===== src/rtl/interp_stream_out.sv =====
// AXI-stream output stage for the nearest-neighbour interpolator: buffers strobed
// samples in a small FIFO feeding a registered output slot, frames packets with TLAST.
module interp_stream_out #(
    parameter int DW     = 28,
    parameter int LGFIFO = 4,
    parameter int PKTLEN = 1024
) (
    input  logic              i_clk,
    input  logic              i_reset,
    input  logic              i_ce,
    input  logic [DW-1:0]     i_data,
    output logic              M_AXIS_TVALID,
    input  logic              M_AXIS_TREADY,
    output logic [DW-1:0]     M_AXIS_TDATA,
    output logic              M_AXIS_TLAST,
    output logic [LGFIFO:0]   o_fill,
    output logic              o_overflow,
    input  logic              i_clear_overflow
);

    localparam int                MEMD     = (1 << LGFIFO) - 1;
    localparam logic [LGFIFO-1:0] LAST_IDX = LGFIFO'(MEMD - 1);
    localparam logic [LGFIFO:0]   CAP      = (LGFIFO+1)'(1 << LGFIFO);
    localparam logic [15:0]       PKT_MAX  = 16'(PKTLEN - 1);

    logic [DW:0]        r_mem [0:MEMD-1];
    logic [LGFIFO-1:0]  r_wptr, r_rptr, r_cnt;
    logic               r_valid, r_last, r_ovf;
    logic [DW-1:0]      r_data;
    logic [LGFIFO:0]    r_fill;
    logic [15:0]        r_pkt;

    logic               w_pop, w_full, w_accept, w_drop, w_load;
    logic               w_fifo_empty, w_fifo_rd, w_fifo_wr, w_bypass, w_last_in;
    logic [DW:0]        w_in, w_head;

    // The array holds one fewer entry than the total capacity, so pointers wrap at its end.
    function automatic logic [LGFIFO-1:0] ptr_inc(input logic [LGFIFO-1:0] p);
        return (p == LAST_IDX) ? {LGFIFO{1'b0}} : p + LGFIFO'(1);
    endfunction

    assign w_pop        = r_valid && M_AXIS_TREADY;
    assign w_full       = (r_fill == CAP);
    assign w_accept     = i_ce && (!w_full || w_pop);
    assign w_drop       = i_ce && w_full && !w_pop;
    assign w_load       = !r_valid || w_pop;
    assign w_fifo_empty = (r_cnt == {LGFIFO{1'b0}});
    assign w_fifo_rd    = w_load && !w_fifo_empty;
    // An empty FIFO lets an accepted sample skip straight into the output slot.
    assign w_bypass     = w_load && w_fifo_empty && w_accept;
    assign w_fifo_wr    = w_accept && !w_bypass;
    assign w_last_in    = (r_pkt == PKT_MAX);
    assign w_in         = {w_last_in, i_data};
    assign w_head       = r_mem[r_rptr];

    // Sample storage; contents are don't-care once the pointers are reset.
    always_ff @(posedge i_clk) begin
        if (w_fifo_wr) begin
            r_mem[r_wptr] <= w_in;
        end
    end

    // Output slot, FIFO pointers, occupancy, packet framing and overflow flag.
    always_ff @(posedge i_clk) begin
        if (i_reset) begin
            r_valid <= 1'b0;
            r_data  <= {DW{1'b0}};
            r_last  <= 1'b0;
            r_wptr  <= {LGFIFO{1'b0}};
            r_rptr  <= {LGFIFO{1'b0}};
            r_cnt   <= {LGFIFO{1'b0}};
            r_fill  <= {(LGFIFO+1){1'b0}};
            r_pkt   <= 16'd0;
            r_ovf   <= 1'b0;
        end else begin
            if (w_load) begin
                if (w_fifo_rd) begin
                    {r_last, r_data} <= w_head;
                    r_valid          <= 1'b1;
                end else if (w_accept) begin
                    {r_last, r_data} <= w_in;
                    r_valid          <= 1'b1;
                end else begin
                    r_valid <= 1'b0;
                end
            end

            if (w_fifo_wr) begin
                r_wptr <= ptr_inc(r_wptr);
            end
            if (w_fifo_rd) begin
                r_rptr <= ptr_inc(r_rptr);
            end

            case ({w_fifo_wr, w_fifo_rd})
                2'b10:   r_cnt <= r_cnt + LGFIFO'(1);
                2'b01:   r_cnt <= r_cnt - LGFIFO'(1);
                default: r_cnt <= r_cnt;
            endcase

            case ({w_accept, w_pop})
                2'b10:   r_fill <= r_fill + (LGFIFO+1)'(1);
                2'b01:   r_fill <= r_fill - (LGFIFO+1)'(1);
                default: r_fill <= r_fill;
            endcase

            if (w_accept) begin
                r_pkt <= w_last_in ? 16'd0 : r_pkt + 16'd1;
            end

            // A drop in the same cycle as a clear keeps the flag set.
            if (w_drop) begin
                r_ovf <= 1'b1;
            end else if (i_clear_overflow) begin
                r_ovf <= 1'b0;
            end
        end
    end

    assign M_AXIS_TVALID = r_valid;
    assign M_AXIS_TDATA  = r_data;
    assign M_AXIS_TLAST  = r_last;
    assign o_fill        = r_fill;
    assign o_overflow    = r_ovf;

endmodule


===== config.mk =====
export PLATFORM = sky130hd
export DESIGN_NAME = interp_stream_out
export DESIGN_NICKNAME = d
export VERILOG_FILES = /design/src/rtl/interp_stream_out.sv
export SDC_FILE = /design/constraint.sdc
export NUM_CORES = 1
export LEC_CHECK = 0
export BUFFER_PORTS_ARGS = -buffer_cell sky130_fd_sc_hd__buf_2
export CAP_MARGIN = 20
export CORE_AREA = 3 3 287 289
export CTS_BUF_LIST = sky130_fd_sc_hd__clkbuf_4 sky130_fd_sc_hd__clkbuf_8
export CTS_CLUSTER_DIAMETER = 30
export CTS_CLUSTER_SIZE = 28
export DETAILED_ROUTE_END_ITERATION = 10
export DIE_AREA = 0 0 290 292
export PLACE_DENSITY_LB_ADDON = 0.25
export SLEW_MARGIN = 5
export SYNTH_ARGS = -nofsm -noshare
export SYNTH_HDL_FRONTEND = slang
export SYNTH_SLANG_ARGS = --single-unit

===== constraint.sdc =====
create_clock -name i_clk -period 4.85 [get_ports i_clk]
set_input_delay 0.485 -clock i_clk [delete_from_list [all_inputs] [get_ports i_clk]]
set_output_delay 0.485 -clock i_clk [all_outputs]
set_load 0.02 [all_outputs]

==> flow_summary_export.csv, run 1 <==
group,metric,value,unit
sta,rsz0062_at_grt,"no",
synth,synth_fa_ha_area_frac,0.006033,
worst_setup_path,crit_type,"reg -> reg",
hold_path,holdPathStages,1,
synth,synth_top_family_by_area,"multiplexers",
worst_setup_path,arrival,3.49,ns
synth,yosys.area_share.xor_xnor,0.007479,
hold_path,hold_start,"i_data[11]",
synth,synth-simple-area-share,0.05782,
hold_path,hold_end,"r_mem[1][11]",
drt,drc,0,
floorplan,ios,69,
run,cap_violations,0,
clock_tree,postCtsResizedCells,0,
floorplan,core-area,0.08016,sq mm
drt,ant_nets,0,
synth,synth_area_per_cell,16.52,sq um
floorplan,start_util,0.2484,
final_layout,area_delta_synth_final,22.22,%
sta,fin_tns_setup,0,ns
sta,max_slew_margin,0.3129,
final_layout,fin_nets,1389,
synth,yosysWarnings,0,
synth,async_flop_share,0,
placed_design,place_hpwl,29790,um
clock_tree,cts_hold_buf,0,
grt,grt_pass1_wl,75040,um
synth,synth_edf_count,435,
worst_setup_path,cp_max_fo,29,
synth,synth_flop_cell,"edfxtp_1",
worst_setup_path,worstSetupEndpointType,"flop",
synth,syn_inst,1205,
sta,fmax,0.3136,GHz
clock_tree,cts_made_buffers,112,
worst_setup_path,reg2reg_depth,7,
synth,syn_area,0.01991,sq mm
synth,ys_seq_elements,503,
status,status,"finished, final reports clean",
clock_tree,cts_setup_buffers,0,
clock_tree,cts_tree,"done",
sta,finalCriticalPeriod,3.189,ns
hold_path,hp-class,"in -> reg",
clock_tree,root_buffer,"clkbuf_8",
worst_setup_path,crit_path_start_kind,"flop",
clock_tree,clkSinkCount,503,
sta,hold_viol,0,
drt,vias,11170,
synth,synth_fp_nets,1247,
clock_tree,insertion_delay,0.73,ns
clock_tree,clkTransAtPathRegs,0.06,ns
sta,drv_slew,0,
worst_setup_path,required,5.15,ns
floorplan,die_h,292,um
drt,wl,50160,um
synth,synthMuxAreaShare,0.1181,
power,total_power,13420,uW
sta,setup_violations,0,
worst_setup_path,ff2ff_setup_slack,1.66,ns
drt,initialDrtViolationCount,871,
worst_setup_path,reg2reg_to,"r_mem[1][6]",
clock_tree,cts.path.max_buffers,3,
sta,finClkSkew,0.06343,ns
drt,dr.pass1.iters,5,
final_layout,fin_util,0.3036,
synth,synth-compound-area-share,0.06567,
synth,ys_seq_area_frac,0.7245,
grt,grt_pass1_vias,11700,
grt,met1_usage,0.1597,
drt,via_per_inst,4.459,
placed_design,io_buffers,68,
grt,track_usage,0.1171,
drt,wl_per_cell,20.03,um
final_layout,fillers,7969,
grt,overflow,0,
grt,antenna_found_initial,0,
synth,yosysUniqueCellTypes,59,
grt,top_usage_layer,"met2",
floorplan,num_rows,104,
sta,period_share,0.6575,
final_layout,antennaDiodeCount,0,
sta,worst_pin_slew,1.028,ns
power,power_density,551.6,mW/mm^2
floorplan,chipWidth,290,um
grt,grt_max_degree,50,
worst_setup_path,r2r_start,"o_fill[0]",
power,p_leak,0.007811,uW
grt,met2_usage,0.1856,
clock_tree,htreeDepth,3,
placed_design,place.gp.congestion,0.7605,
floorplan,fp.dieArea,0.08468,sq mm
power,irDropWorstVdd,0.2532,mV
grt,met3_usage,0.02723,
final_layout,drive_gt1_frac,0.2708,
## critical path, cell delays in order, from the launching register on
cell and delay [ns]:
dfxtp_1 0.42, or4_4 0.21, o21a_1 0.27, inv_2 0.16, nor2_2 0.29, inv_1 0.16
or3_1 0.49, nor2_4 0.81
## cells in the final DEF, fill, tap and decap left out, types with 7 or more instances in the layout
| cell | instances |
|---|---|
| buf_4 | 21 |
| nor2_4 | 10 |
| o22ai_1 | 20 |
| nand3_1 | 14 |
| buf_2 | 68 |
| nand2b_1 | 8 |
| bufinv_16 | 22 |
| clkbuf_8 | 117 |
| mux4_2 | 40 |
| clkinv_1 | 15 |
| a22oi_1 | 26 |
| nand2_1 | 43 |
| xnor2_1 | 11 |
| nor4_1 | 20 |
| clkbuf_4 | 13 |
| a311oi_1 | 8 |
| a221o_1 | 7 |
| clkinv_2 | 26 |
| dfxtp_1 | 64 |
| nor2b_1 | 8 |
| mux2i_1 | 128 |
| a21oi_1 | 29 |
| ha_1 | 8 |
| o21ai_0 | 35 |
| or2_2 | 10 |
| a211oi_1 | 9 |
| clkinvlp_4 | 7 |
| a22o_1 | 8 |
| o211ai_1 | 10 |
| o221a_2 | 7 |
| o22a_1 | 7 |
| mux2_2 | 15 |
| nor3_1 | 21 |
| nor2_1 | 64 |
| edfxtp_1 | 435 |
## cell families (layout without fill, tap and decap cells)
| kind of cell | count (synthesis) | count (layout) |
|---|---|---|
| flops | 503 | 503 |
| buf+inv | 72 | 311 |
| compound gates | 188 | 188 |
| simple gates | 233 | 233 |
| xor+xnor | 17 | 17 |
| fa+ha+maj | 9 | 9 |
| mux | 183 | 183 |
## cell type report
cell class | count | area, sq um | share of cell area
Sequential cell | 503 | 14440 | 0.5933
Multi-Input combinational cell | 630 | 5174 | 0.2126
Clock buffer | 130 | 1708 | 0.07019
Tap cell | 1060 | 1326 | 0.05450
Clock inverter | 81 | 1054 | 0.04329
Timing Repair Buffer | 94 | 613.1 | 0.02520
Inverter | 6 | 22.52 | 0.0009255
## metal layers
| metal | part of all wire | vias up |
|---|---|---|
| li1 | - | 5101 |
| met1 | 0.46 | 5692 |
| met2 | 0.47 | 286 |
| met3 | 0.048 | 87 |
| met4 | 0.018 | 0 |
| met5 | 0 | - |
## per-stage QoR
step	instance area, sq um	worst slack (ns)	hold slack [ns]	std cells
2_1_floorplan	19910	0.6890	0.4526	1205
3_3_place_gp	21470	1.451	0.4701	2288
3_5_place_dp	21500	1.368	0.4823	2289
4_1_cts	24260	1.542	0.06557	2500
5_1_grt	24330	1.375	0.09063	2504
6_report	24330	1.661	0.1475	2504
## synthesized netlist by cell type (9+ instances only)
cell type | n | share of area
o21ai_0 | 35 | 0.0088
nor3_1 | 25 | 0.0063
nand2_1 | 43 | 0.0081
nand3_1 | 14 | 0.0035
buf_4 | 17 | 0.0064
mux2i_1 | 128 | 0.064
xnor2_1 | 11 | 0.0048
edfxtp_1 | 435 | 0.66
or2_2 | 10 | 0.0031
o211ai_1 | 10 | 0.0038
mux4_2 | 40 | 0.045
buf_2 | 16 | 0.0040
o22ai_1 | 20 | 0.0063
nor4_1 | 20 | 0.0063
mux2_2 | 15 | 0.0085
nor2_1 | 74 | 0.014
dfxtp_1 | 68 | 0.068
a211oi_1 | 9 | 0.0034
clkbuf_1 | 21 | 0.0040
a21oi_1 | 29 | 0.0073
a22oi_1 | 26 | 0.0098
## power breakdown
part           switching, uW  internal [uW]  leakage, uW  total (uW)
Sequential               295           4990      0.00448        5290
Clock                   2070           3580      0.00141        5650
Combinational           1500            987      0.00192        2480
## state kept, by name (all words and copies together), names as in the netlist, named ones only
register / cells
M_AXIS_TLAST: 1
r_wptr: 4
M_AXIS_TVALID: 1
r_mem: 435
M_AXIS_TDATA: 28
o_fill: 5
r_rptr: 4
r_pkt: 16
r_cnt: 4
o_overflow: 1
## worst max-delay path by stage
stage | startpoint | endpoint | slack (ns)
2_1_floorplan | o_fill[0] | r_mem[0][0] | 0.69
3_3_place_gp | M_AXIS_TREADY | r_mem[8][21] | 1.45
3_5_place_dp | M_AXIS_TREADY | r_mem[8][9] | 1.37
4_1_cts | o_fill[0] | r_mem[8][6] | 1.54
5_1_grt | o_fill[0] | r_mem[1][6] | 1.37
6_report | o_fill[0] | r_mem[1][6] | 1.66
No activity file was read; power rests on OpenSTA's default activity.
==> inputs of run 2 (changes only) <==
Clock period 4.85 ns to 2.7 ns, I/O delays scaled along.
==> flow_summary_export.csv, run 2 (synthesis gave the netlist of run 1 again) <==
group,metric,value,unit
final_layout,fillers,8029,
floorplan,num_rows,104,
drt,initialDrtViolationCount,758,
worst_setup_path,cp_max_fo,5,
sta,whs,0.08729,ns
power,power_density,933.3,mW/mm^2
power,p_int,16290,uW
worst_setup_path,crit_path_cell_trace,"or4_4, o21a_4, inv_4, ha_4, ha_1, a21o_1, a21oi_2, xor2_1, or3_1, a21oi_1",
placed_design,io_buffers,68,
sta,hold_viol,0,
drt,drc,0,
grt,grt_pass1_vias,12080,
power,irDropWorstVdd,0.5454,mV
sta,rsz0062_at_grt,"no",
grt,antenna_found_initial,2,
grt,grt_max_degree,37,
drt,topRoutingLayerUsed,"met4",
clock_tree,cts_tree,"done",
placed_design,placed_cell_area,0.02219,sq mm
placed_design,place_hpwl,31360,um
worst_setup_path,path_delay_family,"simple AND/OR/NAND/NOR gates",
worst_setup_path,arrival,3.18,ns
floorplan,chipWidth,290,um
final_layout,layout_commonest_cell,"edfxtp_1",
clock_tree,insertion_delay,0.71,ns
clock_tree,cts.path.max_buffers,3,
hold_path,hp-class,"in -> reg",
final_layout,antennaDiodeCount,0,
drt,met1Wirelength,23200,um
worst_setup_path,cp_slowest_stage_delay,0.55,ns
grt,track_usage,0.1203,
hold_path,hold_start,"i_ce",
status,status,"finished, final reports clean",
power,sw_frac_of_total,0.3028,
placed_design,dp_slack,0.04827,ns
run,cap_violations,0,
power,p_leak,0.008123,uW
sta,finalCriticalPeriod,2.559,ns
final_layout,fin_nets,1488,
final_layout,fin_util,0.3123,
floorplan,ios,69,
drt,wl_per_cell,19.69,um
sta,finClkSkew,0.03417,ns
grt,overflow,0,
power,pwr-share-comb,0.219,
drt,dr.pass1.iters,5,
sta,period_share,0.9479,
drt,via_per_inst,4.413,
drt,met2_length,23720,um
final_layout,fin_area,0.02503,sq mm
sta,max_slew_margin,0.5215,
final_layout,area_delta_synth_final,25.72,%
sta,drv_slew,0,
floorplan,fp.dieArea,0.08468,sq mm
final_layout,top_register,"r_mem",
worst_setup_path,setup.worst_path.start,"o_fill[3]",
grt,grt_pass1_wl,76910,um
sta,worst_pin_slew,0.7161,ns
worst_setup_path,r2r_start,"o_fill[3]",
drt,wl,51210,um
worst_setup_path,crit_slowest_cell,"or4_4",
final_layout,layout_common_cells,"435 x edfxtp_1, 128 x mux2i_1, 114 x clkbuf_8",
drt,ant_nets,0,
power,p_sw,7073,uW
worst_setup_path,crit_path_start_kind,"flop",
final_layout,largest_reg_flops,435,
drt,vias,11480,
worst_setup_path,worstSetupEndpointType,"flop",
floorplan,start_util,0.2484,
clock_tree,cts_made_buffers,111,
clock_tree,root_buffer,"clkbuf_8",
power,pwr-share-clk,0.378,
drt,met3_length,2866,um
sta,setup_slack,0.1408,ns
floorplan,core-area,0.08016,sq mm
worst_setup_path,path_buf_inv,1,
sta,fin_tns_setup,0,ns
sta,setup_violations,0,
power,seqPwrFrac,0.403,
worst_setup_path,required,3.32,ns
final_layout,drive_gt1_frac,0.2979,
sta,fmax,0.3907,GHz
worst_setup_path,crit_type,"reg -> reg",
clock_tree,htreeDepth,3,
clock_tree,clkTransAtPathRegs,0.05,ns
placed_design,place.gp.congestion,0.7184,
clock_tree,clkSinkCount,503,
floorplan,die_h,292,um
## run 2: cell types whose count changed in the layout (fill, tap and decap cells not counted), sizes merged
cell	delta
buf	+69
dlygate4sd3	+31
bufinv	-12
inv	+10
clkbuf	-6
clkinvlp	+6
clkinv	-1
## run 2: cell type report
type | instances | area, sq um | area share
Inverter | 6 | 25.02 | 0.0009998
Multi-Input combinational cell | 630 | 5274 | 0.2107
Tap cell | 1060 | 1326 | 0.05299
Timing Repair Buffer | 194 | 1564 | 0.06249
Sequential cell | 503 | 14440 | 0.5770
Clock inverter | 84 | 753.2 | 0.03009
Clock buffer | 124 | 1644 | 0.06569
## run 2: per-stage QoR
step / total power, uW / cells
after floorplan: 12740 / 1205
after global placement: 14630 / 2350
after detailed placement: 14680 / 2352
after CTS: 23690 / 2591
after global routing: 24560 / 2601
final: 23360 / 2601
## run 2: final timing paths
kind / to / slack (ns) / cells past startpoint
min reg2reg: M_AXIS_TDATA[4] / 0.49 / 2
min: M_AXIS_TVALID / 0.09 / 4
max reg2reg: o_fill[4] / 0.14 / 10
max: o_fill[4] / 0.14 / 10
## run 2: power by group through the flow
stage               Clock (uW)  Sequential, uW  Combinational (uW)
floorplan                    0            9600                3140
global placement             0            9570                5060
detailed placement           0            9590                5090
CTS                       9090            9440                5160
global route              9520            9490                5540
finish                    8830            9420                5110
## run 2: worst min-delay path: stages
cell and delay (ns):
buf_2 0.14, o21a_4 0.13, inv_4 0.08, a21oi_1 0.09
## run 2: what timing repair did
action | CTS | global route
gates resized for setup | 0 | 8
hold endpoints to repair | 429 | 0
setup endpoints to repair | 0 | 18
buffers inserted | 0 | 10
hold buffers | 31 | 0
## run 2: layer usage
metal  vias to the layer above  track usage
met5                         -            0
met4                         0      0.04955
met3                       103      0.02639
met2                       290       0.1903
met1                      5781       0.1603
li1                       5304            -
